[src/rtl/npc_mc_core_pkg.sv]
// Shared types and constants for the multi-cycle RV32 core: FSM states,
// opcode encodings, decode bundle and immediate extractors.
package npc_mc_core_pkg;

    typedef enum logic [1:0] {
        FETCH_REQ  = 2'd0,
        FETCH_WAIT = 2'd1,
        EXEC       = 2'd2,
        STOP       = 2'd3
    } state_e;

    localparam logic [6:0] OP_IMM    = 7'b0010011;
    localparam logic [6:0] OP_LUI    = 7'b0110111;
    localparam logic [6:0] OP_AUIPC  = 7'b0010111;
    localparam logic [6:0] OP_JAL    = 7'b1101111;
    localparam logic [6:0] OP_JALR   = 7'b1100111;
    localparam logic [6:0] OP_SYSTEM = 7'b1110011;

    localparam logic [2:0] F3_ADDI = 3'b000;
    localparam logic [2:0] F3_JALR = 3'b000;

    localparam logic [31:0] INST_EBREAK = 32'h0010_0073;

    typedef struct packed {
        logic known;
        logic uses_rs1;
        logic wen;
        logic is_ebreak;
    } dec_t;

    function automatic logic [31:0] imm_i(input logic [11:0] f);
        return {{20{f[11]}}, f};
    endfunction

    function automatic logic [31:0] imm_u(input logic [19:0] f);
        return {f, 12'b0};
    endfunction

    // f is ir[31:12]; reassemble the scrambled J-type offset
    function automatic logic [31:0] imm_j(input logic [19:0] f);
        return {{11{f[19]}}, f[19], f[7:0], f[8], f[18:9], 1'b0};
    endfunction

endpackage

[src/rtl/npc_mc_core_if.sv]
// Valid/ready instruction fetch bus: request carries the PC, response the word.
interface npc_mc_core_if #(
    parameter int DATA_LEN = 32
) ();
    logic                req_valid;
    logic                req_ready;
    logic [DATA_LEN-1:0] req_addr;
    logic                rsp_valid;
    logic                rsp_ready;
    logic [31:0]         rsp_data;

    modport master (
        output req_valid, req_addr, rsp_ready,
        input  req_ready, rsp_valid, rsp_data
    );

    modport slave (
        input  req_valid, req_addr, rsp_ready,
        output req_ready, rsp_valid, rsp_data
    );
endinterface

[src/rtl/npc_regfile.sv]
// Architectural register file: one async read, one sync write, x0 hardwired
// to zero, synchronous clear. Indices at or above REG_NUM read as zero.
module npc_regfile #(
    parameter int DATA_LEN = 32,
    parameter int REG_NUM  = 32
) (
    input  logic                clk,
    input  logic                rst,
    input  logic                we,
    input  logic [4:0]          waddr,
    input  logic [DATA_LEN-1:0] wdata,
    input  logic [4:0]          raddr,
    output logic [DATA_LEN-1:0] rdata
);
    localparam int         AW   = (REG_NUM > 1) ? $clog2(REG_NUM) : 1;
    localparam logic [5:0] NREG = 6'(REG_NUM);

    logic [DATA_LEN-1:0] regs_q [REG_NUM];
    logic                w_hit;
    logic                r_hit;

    assign w_hit = we && (waddr != 5'd0) && ({1'b0, waddr} < NREG);
    assign r_hit = (raddr != 5'd0) && ({1'b0, raddr} < NREG);

    always_ff @(posedge clk) begin
        if (rst) begin
            for (int i = 0; i < REG_NUM; i++) regs_q[i] <= '0;
        end else if (w_hit) begin
            regs_q[waddr[AW-1:0]] <= wdata;
        end
    end

    assign rdata = r_hit ? regs_q[raddr[AW-1:0]] : '0;

endmodule

[src/rtl/npc_mc_core.sv]
// Multi-cycle RV32 core (ADDI/LUI/AUIPC/JAL/JALR/EBREAK) fetching over a
// valid/ready bus, with a single-cycle retire pulse for difftest.
module npc_mc_core
    import npc_mc_core_pkg::*;
#(
    parameter int                  DATA_LEN = 32,
    parameter int                  REG_NUM  = 32,
    parameter logic [DATA_LEN-1:0] RESET_PC = 32'h8000_0000
) (
    input  logic                sys_clk,
    input  logic                sys_rst,
    npc_mc_core_if.master       imem,
    output logic [DATA_LEN-1:0] PC_out,
    output logic                retire_valid,
    output logic [DATA_LEN-1:0] retire_pc,
    output logic [4:0]          retire_rd,
    output logic [DATA_LEN-1:0] retire_wdata,
    output logic                halt,
    output logic                illegal
);
    state_e              state_q, state_d;
    logic [DATA_LEN-1:0] pc_q, pc_d;
    logic [31:0]         ir_q, ir_d;
    logic                halt_q, halt_d;
    logic                illegal_q, illegal_d;

    logic [6:0]          opcode;
    logic [2:0]          funct3;
    logic [4:0]          rd, rs1;
    logic [DATA_LEN-1:0] rs1_val, pc_plus4, alu_res, npc;
    dec_t                dec;
    logic                regs_ok, legal, rf_we;

    assign opcode   = ir_q[6:0];
    assign rd       = ir_q[11:7];
    assign funct3   = ir_q[14:12];
    assign rs1      = ir_q[19:15];
    assign pc_plus4 = pc_q + DATA_LEN'(4);

    npc_regfile #(
        .DATA_LEN (DATA_LEN),
        .REG_NUM  (REG_NUM)
    ) u_regfile (
        .clk   (sys_clk),
        .rst   (sys_rst),
        .we    (rf_we),
        .waddr (rd),
        .wdata (alu_res),
        .raddr (rs1),
        .rdata (rs1_val)
    );

    always_comb begin
        dec     = '0;
        alu_res = '0;
        npc     = pc_plus4;
        case (opcode)
            OP_IMM: if (funct3 == F3_ADDI) begin
                dec     = '{known: 1'b1, uses_rs1: 1'b1, wen: 1'b1, is_ebreak: 1'b0};
                alu_res = rs1_val + DATA_LEN'(imm_i(ir_q[31:20]));
            end
            OP_LUI: begin
                dec     = '{known: 1'b1, uses_rs1: 1'b0, wen: 1'b1, is_ebreak: 1'b0};
                alu_res = DATA_LEN'(imm_u(ir_q[31:12]));
            end
            OP_AUIPC: begin
                dec     = '{known: 1'b1, uses_rs1: 1'b0, wen: 1'b1, is_ebreak: 1'b0};
                alu_res = pc_q + DATA_LEN'(imm_u(ir_q[31:12]));
            end
            OP_JAL: begin
                dec     = '{known: 1'b1, uses_rs1: 1'b0, wen: 1'b1, is_ebreak: 1'b0};
                alu_res = pc_plus4;
                npc     = pc_q + DATA_LEN'(imm_j(ir_q[31:12]));
            end
            OP_JALR: if (funct3 == F3_JALR) begin
                // rs1_val comes from the async read port, so rd == rs1 still sees the old value
                dec     = '{known: 1'b1, uses_rs1: 1'b1, wen: 1'b1, is_ebreak: 1'b0};
                alu_res = pc_plus4;
                npc     = (rs1_val + DATA_LEN'(imm_i(ir_q[31:20]))) & ~DATA_LEN'(1);
            end
            OP_SYSTEM: if (ir_q == INST_EBREAK) begin
                dec = '{known: 1'b1, uses_rs1: 1'b0, wen: 1'b0, is_ebreak: 1'b1};
            end
            default: ;
        endcase
        // Only the fields an instruction actually uses are range-checked on RV32E
        regs_ok = (REG_NUM > 16) || (!(dec.wen && rd[4]) && !(dec.uses_rs1 && rs1[4]));
        legal   = dec.known && regs_ok;
    end

    always_comb begin
        state_d        = state_q;
        pc_d           = pc_q;
        ir_d           = ir_q;
        halt_d         = halt_q;
        illegal_d      = illegal_q;
        imem.req_valid = 1'b0;
        imem.req_addr  = pc_q;
        imem.rsp_ready = 1'b0;
        rf_we          = 1'b0;
        retire_valid   = 1'b0;
        retire_pc      = '0;
        retire_rd      = '0;
        retire_wdata   = '0;
        if (!sys_rst) begin
            case (state_q)
                FETCH_REQ: begin
                    imem.req_valid = 1'b1;
                    if (imem.req_ready) state_d = FETCH_WAIT;
                end
                FETCH_WAIT: begin
                    imem.rsp_ready = 1'b1;
                    if (imem.rsp_valid) begin
                        ir_d    = imem.rsp_data;
                        state_d = EXEC;
                    end
                end
                EXEC: begin
                    if (legal) begin
                        rf_we        = dec.wen && (rd != 5'd0);
                        pc_d         = npc;
                        retire_valid = 1'b1;
                        retire_pc    = pc_q;
                        retire_rd    = rf_we ? rd : 5'd0;
                        retire_wdata = rf_we ? alu_res : '0;
                        halt_d       = halt_q | dec.is_ebreak;
                        state_d      = dec.is_ebreak ? STOP : FETCH_REQ;
                    end else begin
                        illegal_d = 1'b1;
                        state_d   = STOP;
                    end
                end
                STOP: ;
                default: state_d = FETCH_REQ;
            endcase
        end
    end

    always_ff @(posedge sys_clk) begin
        if (sys_rst) begin
            state_q   <= FETCH_REQ;
            pc_q      <= RESET_PC;
            ir_q      <= '0;
            halt_q    <= 1'b0;
            illegal_q <= 1'b0;
        end else begin
            state_q   <= state_d;
            pc_q      <= pc_d;
            ir_q      <= ir_d;
            halt_q    <= halt_d;
            illegal_q <= illegal_d;
        end
    end

    assign PC_out  = pc_q;
    assign halt    = halt_q;
    assign illegal = illegal_q;

endmodule

[src/flat_wrapper.sv]
// flat-port wrapper written by rule: the top's interface ports become plain ports
module npc_mc_core_flat import npc_mc_core_pkg::*;
#(
    parameter int                  DATA_LEN = 32,
    parameter int                  REG_NUM  = 32,
    parameter logic [DATA_LEN-1:0] RESET_PC = 32'h8000_0000
)
  (sys_clk, sys_rst, PC_out, retire_valid, retire_pc, retire_rd, retire_wdata, halt, illegal, imem_req_valid, imem_req_addr, imem_rsp_ready, imem_req_ready, imem_rsp_valid, imem_rsp_data);
  npc_mc_core_if #(.DATA_LEN(DATA_LEN)) imem_i ();
  input  logic sys_clk;
  input  logic sys_rst;
  output logic [DATA_LEN-1:0] PC_out;
  output logic retire_valid;
  output logic [DATA_LEN-1:0] retire_pc;
  output logic [4:0] retire_rd;
  output logic [DATA_LEN-1:0] retire_wdata;
  output logic halt;
  output logic illegal;
  output wire logic [$bits(imem_i.req_valid)-1:0] imem_req_valid;
  output wire logic [$bits(imem_i.req_addr)-1:0] imem_req_addr;
  output wire logic [$bits(imem_i.rsp_ready)-1:0] imem_rsp_ready;
  input wire logic [$bits(imem_i.req_ready)-1:0] imem_req_ready;
  input wire logic [$bits(imem_i.rsp_valid)-1:0] imem_rsp_valid;
  input wire logic [$bits(imem_i.rsp_data)-1:0] imem_rsp_data;
  assign imem_req_valid = imem_i.req_valid;
  assign imem_req_addr = imem_i.req_addr;
  assign imem_rsp_ready = imem_i.rsp_ready;
  assign imem_i.req_ready = imem_req_ready;
  assign imem_i.rsp_valid = imem_rsp_valid;
  assign imem_i.rsp_data = imem_rsp_data;
  npc_mc_core #(.DATA_LEN(DATA_LEN), .REG_NUM(REG_NUM), .RESET_PC(RESET_PC)) u_core (.sys_clk(sys_clk), .sys_rst(sys_rst), .imem(imem_i), .PC_out(PC_out), .retire_valid(retire_valid), .retire_pc(retire_pc), .retire_rd(retire_rd), .retire_wdata(retire_wdata), .halt(halt), .illegal(illegal));
endmodule
[config.mk]
export PLATFORM = sky130hd
export DESIGN_NAME = npc_mc_core_flat
export DESIGN_NICKNAME = d
export VERILOG_FILES = /design/src/rtl/npc_mc_core_pkg.sv /design/src/rtl/npc_mc_core_if.sv /design/src/rtl/npc_regfile.sv /design/src/rtl/npc_mc_core.sv /design/src/flat_wrapper.sv
export SDC_FILE = /design/constraint.sdc
export NUM_CORES = 2
export LEC_CHECK = 0
export CAP_MARGIN = 20
export CORE_MARGIN = 10
export CORE_UTILIZATION = 30
export CTS_BUF_LIST = sky130_fd_sc_hd__clkbuf_2 sky130_fd_sc_hd__clkbuf_4 sky130_fd_sc_hd__clkbuf_8
export CTS_CLUSTER_SIZE = 40
export DETAILED_ROUTE_END_ITERATION = 16
export GPL_TIMING_DRIVEN = 0
export RECOVER_POWER = 50
export SYNTH_ARGS = -nofsm -noshare
export SYNTH_HDL_FRONTEND = slang
export SYNTH_HIERARCHICAL = 1
export SYNTH_SLANG_ARGS = --single-unit
[constraint.sdc]
create_clock -name sys_clk -period 15.65 [get_ports sys_clk]
set_input_delay 3.13 -clock sys_clk [delete_from_list [all_inputs] [get_ports sys_clk]]
set_output_delay 3.13 -clock sys_clk [all_outputs]
set_load 0.01 [all_outputs]
==> impl_metrics.tcl <==
set metrics [dict create \
    layoutNonFillerInstCount 7273 \
    endpoint_kind "output pin" \
    final-hold-violation-count 0 \
    synthSimpleGateAreaFrac_pct 16.61 \
    synth_compound_gate_area_share_pct 7.416 \
    hp-class "flop to flop" \
    cts.reportedPaths.clkPinSlew_ns 0.06 \
    synth.cell_area_um2 55510 \
    drt-initial-drc-count 4084 \
    top_fanout_value_on_the_critical_path 10 \
    layout-drive-gt1-share_pct 15.51 \
    drt_pass1_iterations 5 \
    vdd_drop_max_mv 0.08339 \
    final-setup-viol-count 0 \
    maxCapViolCount 11 \
    synthMostInstantiatedCell "sky130_fd_sc_hd__edfxtp_1" \
    post_cts_hold_buffer_count 0 \
    final_tns_setup_ns 0 \
    antenna_found_initial 17 \
    num-fill-cells 18070 \
    report.final.slew_viol_count 246 \
    detail_route.wl_per_cell_um 27.40 \
    detail_route.vias_per_cell 5.237 \
    mux_share_of_post_synthesis_cell_area_pct 11.02 \
    worstMarginPinSlew_ns 3.254 \
    outcome "finished, violations left" \
    criticalPathCategory "flop to output pin" \
    clock_latency_ns 0.92 \
    final.setup_skew_ns 0.05646 \
    gp_routability_congestion 0.9222 \
    core_area_um2 183500 \
    design_power_total_mw 6.718 \
    route.vias.total 38090 \
    hpwlAfterDp_mm 141.9 \
    yosys.cell_types.count 90 \
    fin_crit_period_ns 13.15 \
    place_worst_setup_slack_ns 5.236 \
    power_per_cell_area_nw_per_um2 104.5 \
    yosys.area.top_type_share_pct 55.39 \
    synth-edff-count 1024 \
    synth.largest_area_cell "sky130_fd_sc_hd__edfxtp_1" \
    seq_area_frac_synth_pct 57.81 \
    startpoint_type "flop" \
    first_global_vias 37979 \
    grt_setup_unrepaired "false" \
    grt.overflow.total 0 \
    main_combinational_cell_family_by_area_after_synthesis "simple AND/OR/NAND/NOR gates" \
    drt.antenna.violating_nets 0 \
    cts_resized 0 \
    rows 157 \
    cts.sink_count 1091 \
    maximum_number_of_pins_on_one_net_before_global_route_repair 33 \
    cts_tree "done" \
    post_synth_fa_ha_maj_area_fraction_pct 1.844 \
    synth.top_cells.by_area "sky130_fd_sc_hd__edfxtp_1, sky130_fd_sc_hd__and2_1, sky130_fd_sc_hd__mux4_2" \
    syn_avg_cell_area_um2 13.08 \
    die_w_um 450.2 \
    pin_count 174 \
    cts-htree-levels 4 \
    worst_path_arrival_time_ns 10.02 \
    ys_seq_elements 1091 \
    synthesis.instances 4244 \
    portBuffers 170 \
    power.static_leakage_nw 22.37 \
    cts_root_buf "sky130_fd_sc_hd__clkbuf_8" \
    violations "capacitance limit, slew limit" \
    setup_slack_ns 2.498 \
    areaGrowthSynthToFinish_pct 15.78 \
    all_layer_gr_usage_pct 18.97 \
    post-route-period-util_pct 84.04 \
    synth_ff_type "sky130_fd_sc_hd__edfxtp_1" \
    finalNetCount 4768 \
    die_area_um2 202600 \
    chipHeight_um 450.2 \
    maxSlewHeadroom_pct -116.9 \
    clockBufferDepth 3 \
    numCtsBuffers 183 \
    yosys_warnings 6 \
    grt_first_pass_wirelength_mm 279.4 \
    numPlacedInstances 6923 \
    floorplan.initialDensity_pct 30.26 \
    post_synth_xor_xnor_area_pct 1.452 \
    synthArstFlopShare_pct 0 \
    max_freq_mhz 76.03 \
    number_of_design_rule_violations_left_after_detail_routing 0 \
    critPathRequiredTime_ns 12.52 \
    finalWirelength_mm 199.2 \
    postCtsSetupBuffers 0 \
    netlist_top_cells_count "sky130_fd_sc_hd__edfxtp_1, sky130_fd_sc_hd__and2_1, sky130_fd_sc_hd__clkbuf_1, sky130_fd_sc_hd__mux4_2, sky130_fd_sc_hd__nand2_1" \
]
==> critical path, stage by stage (launching register included) <==
cell and delay [ns]:
sky130_fd_sc_hd__dfxtp_1 0.55, sky130_fd_sc_hd__clkbuf_1 1.15, sky130_fd_sc_hd__clkbuf_1 0.80, sky130_fd_sc_hd__clkbuf_1 0.89
sky130_fd_sc_hd__clkbuf_1 0.68, sky130_fd_sc_hd__a211oi_1 0.30, sky130_fd_sc_hd__a311oi_1 0.89, sky130_fd_sc_hd__ha_1 0.38
sky130_fd_sc_hd__clkbuf_1 0.19, sky130_fd_sc_hd__and3_1 0.22, sky130_fd_sc_hd__a311o_1 0.37, sky130_fd_sc_hd__or3_1 0.37
sky130_fd_sc_hd__o21a_1 0.23, sky130_fd_sc_hd__a31oi_1 0.21, sky130_fd_sc_hd__xnor2_1 0.22, sky130_fd_sc_hd__a221o_1 0.86
sky130_fd_sc_hd__and2_1 0.24, sky130_fd_sc_hd__clkdlybuf4s50_1 0.56
==> metrics by stage <==
stage               hold slack (ns)  instance area [um^2]  utilization [%]
finish                       0.4858                 64270            35.03
global route                 0.5119                 64260            35.02
CTS                          0.4874                 64210            35.00
detailed placement           0.4758                 60570            33.01
global placement             0.4741                 60420            32.93
floorplan                    0.4496                 55630                -
==> final timing paths <==
| path | from | endpoint | slack (ns) | cells past startpoint |
|---|---|---|---|---|
| hold / removal | u_core/ir_q[1] | u_core/ir_q[1] | 0.49 | 2 |
| setup reg to reg | u_core/ir_q[17] | u_core/u_regfile/regs_q[13][31] | 6.14 | 18 |
| setup / recovery | u_core/ir_q[17] | retire_wdata[29] | 2.50 | 17 |
| hold reg to reg | u_core/ir_q[1] | u_core/ir_q[1] | 0.49 | 2 |
==> where the power goes <==
part | internal (mW) | total, mW | switching (mW)
Sequential | 3.29 | 3.34 | 0.0540
Clock | 1.38 | 2.61 | 1.23
Combinational | 0.263 | 0.769 | 0.506
Total | 4.92 | 6.72 | 1.79
==> layout make-up <==
class / instances / area, um^2 / area share, %
clock buffers: 252 / 3068 / 4.773
multi-input cells: 2745 / 21440 / 33.35
diodes: 11 / 27.53 / 0.04283
clock inverters: 79 / 575.6 / 0.8955
inverters: 35 / 132.6 / 0.2063
plain buffers: 406 / 1976 / 3.074
repair buffers: 190 / 1883 / 2.930
well taps: 2464 / 3083 / 4.797
flip-flops and latches: 1091 / 32090 / 49.93
==> layer usage <==
layer  global-route usage [%]  up-vias  wire [um]
met5                        0        -         88
met4                    9.234       10      10390
met1                    24.03    19238      78240
li1                         -    16440          -
met2                    29.93     1967      90580
met3                    5.111      435      19950
==> state kept, by name, indices dropped and copies added (netlist names) <==
register / count
u_core/u_regfile/regs_q: 1024
u_core/ir_q: 32
u_core/PC_out: 31
u_core/state_q: 2
u_core/halt: 1
u_core/illegal: 1
==> cells by family (layout without fill, tap and decap cells) <==
logic type                 after synthesis  count (layout)
and+or+nand+nor                       1598            1598
AOI/OAI and AO/OA                      613             613
DFF                                   1091            1091
other                                    2              46
buffers and inverters                  441             962
adders and majority gates               80              80
xor gates and xnor gates                92              92
muxes                                  327             327
==> placed cells by master, fill, tap and decap left out, types with 46 or more instances in the layout <==
cell	instances
sky130_fd_sc_hd__clkbuf_1	285
sky130_fd_sc_hd__clkbuf_4	83
sky130_fd_sc_hd__a211oi_1	46
sky130_fd_sc_hd__a21oi_1	141
sky130_fd_sc_hd__clkinv_1	49
sky130_fd_sc_hd__clkdlybuf4s50_1	121
sky130_fd_sc_hd__and2_0	428
sky130_fd_sc_hd__buf_2	47
sky130_fd_sc_hd__mux4_2	224
sky130_fd_sc_hd__o21ai_0	101
sky130_fd_sc_hd__nand2_1	188
sky130_fd_sc_hd__and2_1	594
sky130_fd_sc_hd__edfxtp_1	1024
sky130_fd_sc_hd__ha_1	77
sky130_fd_sc_hd__nor2b_1	47
sky130_fd_sc_hd__xnor2_1	56
sky130_fd_sc_hd__dfxtp_1	67
sky130_fd_sc_hd__dlygate4sd3_1	49
sky130_fd_sc_hd__o21ai_1	49
sky130_fd_sc_hd__buf_4	48
sky130_fd_sc_hd__mux2i_1	69
sky130_fd_sc_hd__clkbuf_8	188
sky130_fd_sc_hd__nor2_1	133
Power figures use the tool's default switching activity.
